**config.mk**
```make
export PLATFORM = sky130hd
export DESIGN_NAME = stickit_scan
export DESIGN_NICKNAME = d
export VERILOG_FILES = /design/src/rtl/stickit_pkg.sv /design/src/rtl/stickit_charlie_map.sv /design/src/rtl/stickit_scan.sv
export SDC_FILE = /design/constraint.sdc
export NUM_CORES = 1
export LEC_CHECK = 0
export BUFFER_PORTS_ARGS = -buffer_cell sky130_fd_sc_hd__buf_2
export CORE_AREA = 8 8 86 88
export CTS_CLUSTER_SIZE = 16
export DETAILED_ROUTE_END_ITERATION = 6
export DIE_AREA = 0 0 94 96
export PLACE_DENSITY = 0.82
export SLEW_MARGIN = 10
export SYNTH_ARGS = -nofsm -noshare
export SYNTH_HDL_FRONTEND = slang
export SYNTH_SLANG_ARGS = --single-unit
```
**constraint.sdc**
```tcl
create_clock -name CLK -period 6.9 [get_ports CLK]
set_input_delay 1.035 -clock CLK [delete_from_list [all_inputs] [get_ports CLK]]
set_output_delay 1.035 -clock CLK [all_outputs]
set_load 0.1 [all_outputs]
```
**src/rtl/stickit_pkg.sv**
```systemverilog
// Shared definitions for charlieplexed StickIt! LED Digits scanning:
// scan state encoding, hex font (bits [6:0] = segments g..a) and the
// helper that splices a digit's anode line into its segment mask.
package stickit_pkg;

  typedef enum logic [1:0] {
    ST_LATCH = 2'd0,
    ST_BLANK = 2'd1,
    ST_ON    = 2'd2
  } state_t;

  localparam logic [6:0] FONT [16] = '{
    7'h3F, 7'h06, 7'h5B, 7'h4F, 7'h66, 7'h6D, 7'h7D, 7'h07,
    7'h7F, 7'h6F, 7'h77, 7'h7C, 7'h39, 7'h5E, 7'h79, 7'h71
  };

  // Segment i sits on line i below the anode and on line i+1 above it,
  // so the anode bit is inserted at position k and the upper segments
  // shift up by one line.
  function automatic logic [7:0] insert_anode(input logic [6:0] mask,
                                              input logic [2:0] k);
    logic [7:0] m8;
    logic [7:0] low;
    m8  = {1'b0, mask};
    low = (8'd1 << k) - 8'd1;
    return (m8 & low) | ((m8 & ~low) << 1) | (8'd1 << k);
  endfunction

endpackage

```
**src/rtl/stickit_charlie_map.sv**
```systemverilog
// Combinational charlieplex line mapper: turns a digit index, hex nibble
// and enable into the 8-line output value / output enable pair. Anode is
// driven high, lit segments are driven low, unlit segments float.
module stickit_charlie_map
  import stickit_pkg::*;
(
  input  logic [2:0] digit,
  input  logic [3:0] nibble,
  input  logic       en,
  output logic [7:0] o,
  output logic [7:0] oe
);

  // All lines float unless the digit is enabled for display.
  always_comb begin
    o  = '0;
    oe = '0;
    if (en) begin
      oe = insert_anode(FONT[nibble], digit);
      o  = 8'd1 << digit;
    end
  end

endmodule

```
**src/rtl/stickit_scan.sv**
```systemverilog
// Charlieplexed hex-digit scanner for StickIt! LED Digits (1..8 digits).
// Each frame: one LATCH cycle capturing VALUE/DIGIT_EN into shadow
// registers, then per digit a BLANK slot (all lines off) followed by an
// ON slot. Slot timing is counted in scan ticks of CLK_DIV cycles.
// Optional macro STICKIT_LZB_EN enables leading-zero blanking at LATCH.
module stickit_scan
  import stickit_pkg::*;
#(
  parameter int NUM_DIGITS  = 8,
  parameter int CLK_DIV     = 200,
  parameter int ON_TICKS    = 4,
  parameter int BLANK_TICKS = 1
) (
  input  logic                    CLK,
  input  logic                    RESET,
  input  logic [4*NUM_DIGITS-1:0] VALUE,
  input  logic [NUM_DIGITS-1:0]   DIGIT_EN,
  output logic [7:0]              S_O,
  output logic [7:0]              S_OE,
  output logic                    FRAME_DONE,
  output logic [2:0]              CUR_DIGIT
);

  localparam int PW   = (CLK_DIV > 1) ? $clog2(CLK_DIV) : 1;
  localparam int MAXT = (ON_TICKS > BLANK_TICKS) ? ON_TICKS : BLANK_TICKS;
  localparam int TW   = (MAXT > 1) ? $clog2(MAXT) : 1;

  localparam logic [PW-1:0] PRESC_LAST = PW'(CLK_DIV - 1);
  localparam logic [TW-1:0] BLANK_LAST = TW'(BLANK_TICKS - 1);
  localparam logic [TW-1:0] ON_LAST    = TW'(ON_TICKS - 1);
  localparam logic [2:0]    DIGIT_LAST = 3'(NUM_DIGITS - 1);

  state_t                  state;
  state_t                  state_next;
  logic [PW-1:0]           presc;
  logic [TW-1:0]           tcnt;
  logic [2:0]              digit;
  logic [2:0]              digit_next;
  logic [4*NUM_DIGITS-1:0] shadow_val;
  logic [NUM_DIGITS-1:0]   shadow_en;
  logic [NUM_DIGITS-1:0]   eff_en;
  logic                    tick;
  logic                    last_digit;
  logic                    fd_p0;
  logic                    map_en;
  logic [31:0]             val_pad;
  logic [7:0]              en_pad;
  logic [3:0]              nibble;
  logic [7:0]              o_p0;
  logic [7:0]              oe_p0;

  assign tick       = (presc == PRESC_LAST);
  assign last_digit = (digit == DIGIT_LAST);

  // Pad shadows to the full 8-digit width so the 3-bit digit index never
  // selects outside the vectors when fewer digits are fitted.
  assign val_pad = 32'(shadow_val);
  assign en_pad  = 8'(shadow_en);
  assign nibble  = val_pad[{digit, 2'b00} +: 4];
  assign map_en  = (state == ST_ON) && en_pad[digit];

  // Enable that will be captured at LATCH.
  always_comb begin
    eff_en = '0;
`ifdef STICKIT_LZB_EN
    begin
      logic any_above;
      any_above = 1'b0;
      for (int k = NUM_DIGITS - 1; k >= 0; k--) begin
        any_above = any_above | (|VALUE[4*k +: 4]);
        eff_en[k] = DIGIT_EN[k] & (any_above | (k == 0));
      end
    end
`else
    eff_en = DIGIT_EN;
`endif
  end

  // Next-state, next-digit and frame-end pulse.
  always_comb begin
    state_next = state;
    digit_next = digit;
    fd_p0      = 1'b0;
    case (state)
      ST_LATCH: begin
        state_next = ST_BLANK;
        digit_next = '0;
      end
      ST_BLANK: begin
        if (tick && (tcnt == BLANK_LAST)) state_next = ST_ON;
      end
      ST_ON: begin
        if (tick && (tcnt == ON_LAST)) begin
          if (last_digit) begin
            state_next = ST_LATCH;
            digit_next = '0;
            fd_p0      = 1'b1;
          end else begin
            state_next = ST_BLANK;
            digit_next = digit + 3'd1;
          end
        end
      end
      default: begin
        state_next = ST_LATCH;
        digit_next = '0;
      end
    endcase
  end

  // State register.
  always_ff @(posedge CLK) begin
    if (RESET) state <= ST_LATCH;
    else       state <= state_next;
  end

  // Prescaler, per-state tick counter and digit index.
  always_ff @(posedge CLK) begin
    if (RESET) begin
      presc <= '0;
      tcnt  <= '0;
      digit <= '0;
    end else begin
      presc <= ((state == ST_LATCH) || tick) ? '0 : presc + PW'(1);
      if (state_next != state) tcnt <= '0;
      else if (tick)           tcnt <= tcnt + TW'(1);
      digit <= digit_next;
    end
  end

  // Frame shadow: display content only changes at LATCH.
  always_ff @(posedge CLK) begin
    if (RESET) begin
      shadow_val <= '0;
      shadow_en  <= '0;
    end else if (state == ST_LATCH) begin
      shadow_val <= VALUE;
      shadow_en  <= eff_en;
    end
  end

  stickit_charlie_map u_map (
    .digit  (digit),
    .nibble (nibble),
    .en     (map_en),
    .o      (o_p0),
    .oe     (oe_p0)
  );

  // Registered pad drive and status, one cycle behind the state.
  always_ff @(posedge CLK) begin
    if (RESET) begin
      S_O        <= '0;
      S_OE       <= '0;
      FRAME_DONE <= 1'b0;
      CUR_DIGIT  <= '0;
    end else begin
      S_O        <= o_p0;
      S_OE       <= oe_p0;
      FRAME_DONE <= fd_p0;
      CUR_DIGIT  <= digit;
    end
  end

endmodule
```
==> Yosys cells after proc, flatten, opt, wreduce, memory -nomap -nowiden <==
Memories as Yosys holds them, arrays and structs flattened.
Cells that the tools add are included.
W data, S select, Z words.
{ "word_totals": {"reg_bits": 75, "inputBits": 42, "memories": 1, "rom_bits": 112, "output_inout_bits": 20} }
{ "classes": {"n_eq_ne": 7, "order_cmp": 2, "n_reduce_logical": 11, "bitwise": 10, "shift": 2, "mux": 12, "addsub": 4} }
{ "memory_table": {"columns": ["name", "words", "word_bits", "rd", "rd_clocked_by_memory_dff", "write_ports", "line_no", "rtl"], "rows": [
  ["(name not given)", 16, 7, 1, 0, 0, "stickit_charlie_map.sv:19", "oe = insert_anode(FONT[nibble], digit);"]
]} }
{ "op_table": {"columns": ["cell", "count"], "rows": [
  ["$shiftx A32 B6 Y4", 1],
  ["$or A8 B8 Y8", 2],
  ["$mux W7", 2],
  ["$add A8 B1 Y8 const B", 1],
  ["$and A7 B8 Y8", 1],
  ["$eq A8 B8 Y1 const B", 1],
  ["$shl A1 B3 Y8 const A", 1],
  ["$sub A8 B1 Y8 const B", 1],
  ["$and A7 B7 Y7", 1],
  ["$not A7 Y7", 1],
  ["$mux W3", 2],
  ["$pmux W2 S3", 1],
  ["$pmux W3 S2", 1],
  ["$reduce_or A2 Y1", 3],
  ["$ge A5 B5 Y1 const B", 1],
  ["$not A4 Y5", 1],
  ["$eq A2 B2 Y1 const B", 2],
  ["$logic_not A2 Y1", 2],
  ["$lt A3 B4 Y1 const B", 1],
  ["$mux W2", 2],
  ["$not A1 Y1", 4],
  ["$add A3 B1 Y3 const B", 1],
  ["$bmux W1 S3", 1],
  ["$eq A3 B3 Y1 const B", 1],
  ["other kinds (9)", 13]
]} }

==> Longest topological paths before layout <==
{ "depth": {"word_depth": 8, "ltp_mapped": 11, "mapped_depth_nobuf": 9} }

==> Modules after synthesis <==
Synthesis repeated with hierarchy kept, for this count alone.
{ "hier_totals": {"hier_cells": 402, "area_unflattened_um2": 3537.1} }
{ "modules_own_cells": {"columns": ["module", "seq_area_each_um2", "cells_per_inst", "n_inst", "area_per_inst_um2"], "rows": [
  ["stickit_scan", 1501.4, 333, 1, 3076.7],
  ["stickit_charlie_map", 0.0, 69, 1, 460.4]
]} }

==> Least setup slack after synthesis <==
OpenSTA, ideal clock, no wires.
{ "synth_path": {"path_type": "register to register", "from": "register digit[1]", "to": "register S_OE[5]", "path_stages_with_launch": 11, "setup_time_ns": 0.120, "setup_slack_ns": 4.506, "t_required_ns": 6.780, "synth_period_minus_slack_ns": 2.394, "arrival_ns": 2.275, "path_buffers": 2, "path_cell_list": "dfxtp_1 -> buf_2 -> clkinv_1 -> ha_1 -> clkbuf_1 -> nand2_1 -> ha_1 -> nor2b_1 -> xor2_1 -> a21oi_1 -> a211o_1"} }
{ "synth_via": {"elab_chain_cells": 8, "word_cells_on_any_way": 17} }
{ "synth_lines": {"columns": ["item", "line_no", "rtl"], "rows": [
  ["from (decl)", "stickit_scan.sv:37", "logic [2:0] digit;"],
  ["from (signal assigned)", "stickit_scan.sv:127", "digit <= digit_next;"],
  ["$shiftx A32 B6 Y4", "stickit_scan.sv:59", "assign nibble = val_pad[{digit, 2'b00} +: 4];"],
  ["$not A4 Y5 (implied by the code)", "stickit_charlie_map.sv:19", null],
  ["$mem_v2 Z16 W7", null, null],
  ["$mux W7 (implied by the code) (2 in series)", "stickit_charlie_map.sv:19", null],
  ["$and A7 B8 Y8 / $and A7 B7 Y7 (equally long branches)", "stickit_pkg.sv:26", "return (m8 & low) | ((m8 & ~low) << 1) | (8'd1 << k);"],
  ["$or A8 B8 Y8 (2 in series)", "stickit_pkg.sv:26", null],
  ["to (signal assigned)", "stickit_scan.sv:159", "S_OE <= oe_p0;"],
  ["to (decl)", "stickit_scan.sv:19", "output logic [7:0] S_OE,"]
]} }
Several ways; a longest one is shown, not always the timed one. The select of a mux whose other input is x is not followed.
A chain may end at the register's enable or synchronous reset.

==> Worst setup path after layout <==
{ "layout_path": {"from": "register digit[2]", "to": "register S_OE[6]"} }
Same word-level chain as after synthesis.

==> results.md <==
* Final slew viol count at 0
* Average wire length per cell after detail routing at roughly 14 um
* Period minus WS final at ~3 ns
* Clock latency of the later-clocked register in the worst-skew pair at 0.34 ns
* Commonest register cell after synthesis: dfxtp_1
* Routed vias at between 2k and 3k
* Initial antenna violation count at 0
* Most used cell, CP: mux2i_1
* TritonCTS Buffers at 9
* Clock transition at the registers of the reported paths at approximately 0.080 ns
* Number of levels the H-tree was split into at 3
* Count of buffers from port buffering at 61
* Post_cts resized at 0
* Number of hold buffers added after CTS at 0
* Max Buffers Root-to-Sink at 2
* TritonCTS sink count at between 70 and 80
* Fillers at 543
* Area of combinational cells with multiple inputs at roughly 0.0018 mm^2
* Arr. time, crit path at 3.29 ns
* Total standard cell area after synthesis at 0.00349 mm^2
* Syn-to-layout area delta at 13.4%
* Crit path largest cell delay at 0.81 ns
* Post-Syn Instances at 400
* Pin count of the biggest net entering global routing at 55
* Unrepaired setup endpoints after global routing: false
* Vias in the first global route at 2746
* Warnings, synthesis at 0
* Pin slew with the least headroom to its limit at 0.932 ns
* Run status: finished, final reports clean
* FFs w/ async S/R, synth at 0%
* Fraction of the yosys area taken by sequential cells at 43.1%
* Total power draw at 805 uW
* Share of cells above drive strength 1 at between 15 and 20%
* Worst voltage drop across the vdd grid at 0.000161 V
* Root buf cell: clkbuf_8
* Avg Cell Area, Syn at a little under 9 um^2
* Clock tree from TritonCTS: built
* Flip-flop and latch count after synthesis at 75
* Initial detailed-routing violation count at 178
* Critical-path top delay cell: dfxtp_1
* Number of buffers and inverters on the critical path at 1
* # DRC at 0
* Total detailed-routing wirelength at 7450 um
* Most common cell after layout, fill and taps aside: nand2_1
* Kind of cell adding the most delay to the critical path: multiplexers
* Worst clock skew on the final layout at 0.00561 ns
* Floorplan die height at between 90 and 100 um
* Register Area at around 0.0015 mm^2
* Core Box Area at 0.00610 mm^2
* Fin crit share at about 44%
* Peak fanout along the critical path at 19
* Post-DP HPWL at around 5600 um
* Class of the tightest hold or removal check: reg -> reg
* Accumulated negative setup slack at 0 ns
* Distinct cell type count after synthesis at 46
* Final weighted congestion of routability-driven global placement at 0.839
* Max_cap viols at 0
* Power per Cell Area at 204 mW/mm^2
* Crit-path cells: mux4_2, mux2i_1, inv_1, ha_1, mux2i_1, o22ai_1, a211o_1, a21oi_1
* Routed vias/inst at 5.44
* Site row count at 29
* Top-Level Pins at just over 60
* Global-route wire length before repair at ~12000 um
* Crit Path Category: reg -> reg
* Instance count after placement with tap cells included at about 520
* Synthesized net count at around 460
* Crit. End Element: register
* First-pass iteration count of the detailed router at 4
* Remaining max-slew budget at the tightest pin at 37.9%
* Overall overflow remaining after global route at 0
* Highest-count cells in the layout ignoring fill and taps: 94 x nand2_1, 75 x dfxtp_1, 61 x buf_2
* Diode count at 0
* Die area at ~0.009 mm^2
* Total routing resource utilization after global routing at 17.0%
* Final setup vio count at 0
* Floorplan die width at 94 um
* Number of synthesized flops with an enable pin at 0
* Starting Density at a little under three fifths
* P_leak at between 0.0015 and 0.002 uW
* Required @ worst endpoint at 7.17 ns
* Final Hold Viols at 0
* F_max at 0.331 GHz
* Non-filler instance count after layout at ~530
* Net count of the finished layout at just over 500
* Remaining antenna violation count at 0
* Post-CTS setup repair buffer count at 0
* Kind of start point of the critical path: register
[worst reg2reg max path: cells and delay by family, from the launching register on]
kind / cells / cell delay, ns
mux: 3 / 1.17
buf+inv: 1 / 0.17
compound gates: 3 / 0.52
flops: 1 / 0.81
fa+ha+maj: 1 / 0.29
[cell usage after synthesis, drive strengths merged (6+ instances only)]
| master | n | share of area, % |
|---|---|---|
| nand2 | 94 | 10 |
| dfxtp | 75 | 43 |
| a21oi | 51 | 7.3 |
| nor2 | 31 | 3.3 |
| clkbuf | 18 | 1.9 |
| ha | 17 | 6.1 |
| inv | 12 | 1.3 |
| nor3 | 11 | 1.6 |
| mux4 | 10 | 7.1 |
| mux2i | 9 | 3.1 |
| nand3 | 9 | 1.3 |
| xor2 | 6 | 1.5 |
[state kept, by name (all words and copies together), names as in the netlist]
register,flops
CUR_DIGIT,3
FRAME_DONE,1
S_O,8
S_OE,8
digit,3
en_pad,8
presc,8
shadow_val,32
state,2
tcnt,2
[metrics by stage]
stage / area [um^2] / util, % / hold slack (ns) / setup WS (ns)
after floorplan: 3490 / - / 0.413 / 4.51
after global placement: 3790 / 62.2 / 0.427 / 3.97
after detailed placement: 3790 / 62.2 / 0.432 / 3.87
final: 3950 / 64.8 / 0.448 / 3.87
after global routing: 3950 / 64.8 / 0.473 / 3.58
after CTS: 3950 / 64.8 / 0.443 / 3.86
[final cells by class]
type	instances	share of cell area, %
multi-input combinational	288	46.3
clock inverter	5	0.792
sequential	75	38.0
clock buffer	10	3.23
inverter	14	1.33
tap	77	2.44
timing repair buffer	62	7.92
[power by group]
| group | internal (uW) | switching [uW] |
|---|---|---|
| registers | 446 | 7.64 |
| clock network | 127 | 158 |
| logic | 29.3 | 37.2 |
| total | 603 | 202 |
[per-layer routing]
| layer | track usage [%] | share of wire [%] |
|---|---|---|
| met5 | 0 | 0 |
| met4 | 9.51 | 2.2 |
| met3 | 3.90 | 5.7 |
| met2 | 26.7 | 46 |
| met1 | 21.2 | 46 |
[cell families after synthesis]
logic type               after synthesis  synth area share (%)
flip-flops                            75                  43.1
AO/OA/AOI/OAI                         74                  12.2
AND/OR/NAND/NOR                      164                  20.1
buffers and inverters                 37                  4.52
XOR/XNOR                              11                  2.76
multiplexers                          22                  11.2
adder cells (fa/ha/maj)               17                  6.10
[final timing paths]
| kind | start | to | slack [ns] | cells after the start |
|---|---|---|---|---|
| setup / recovery | digit[2]$_SDFFE_PP0P_ | S_OE[6]$_SDFF_PP0_ | 3.87 | 8 |
| hold / removal | presc[0]$_SDFF_PP0_ | presc[0]$_SDFF_PP0_ | 0.45 | 1 |
| setup reg to reg | digit[2]$_SDFFE_PP0P_ | S_OE[6]$_SDFF_PP0_ | 3.87 | 8 |
| hold reg to reg | presc[0]$_SDFF_PP0_ | presc[0]$_SDFF_PP0_ | 0.45 | 1 |
Note: power is estimated with default switching activity, not from simulation.
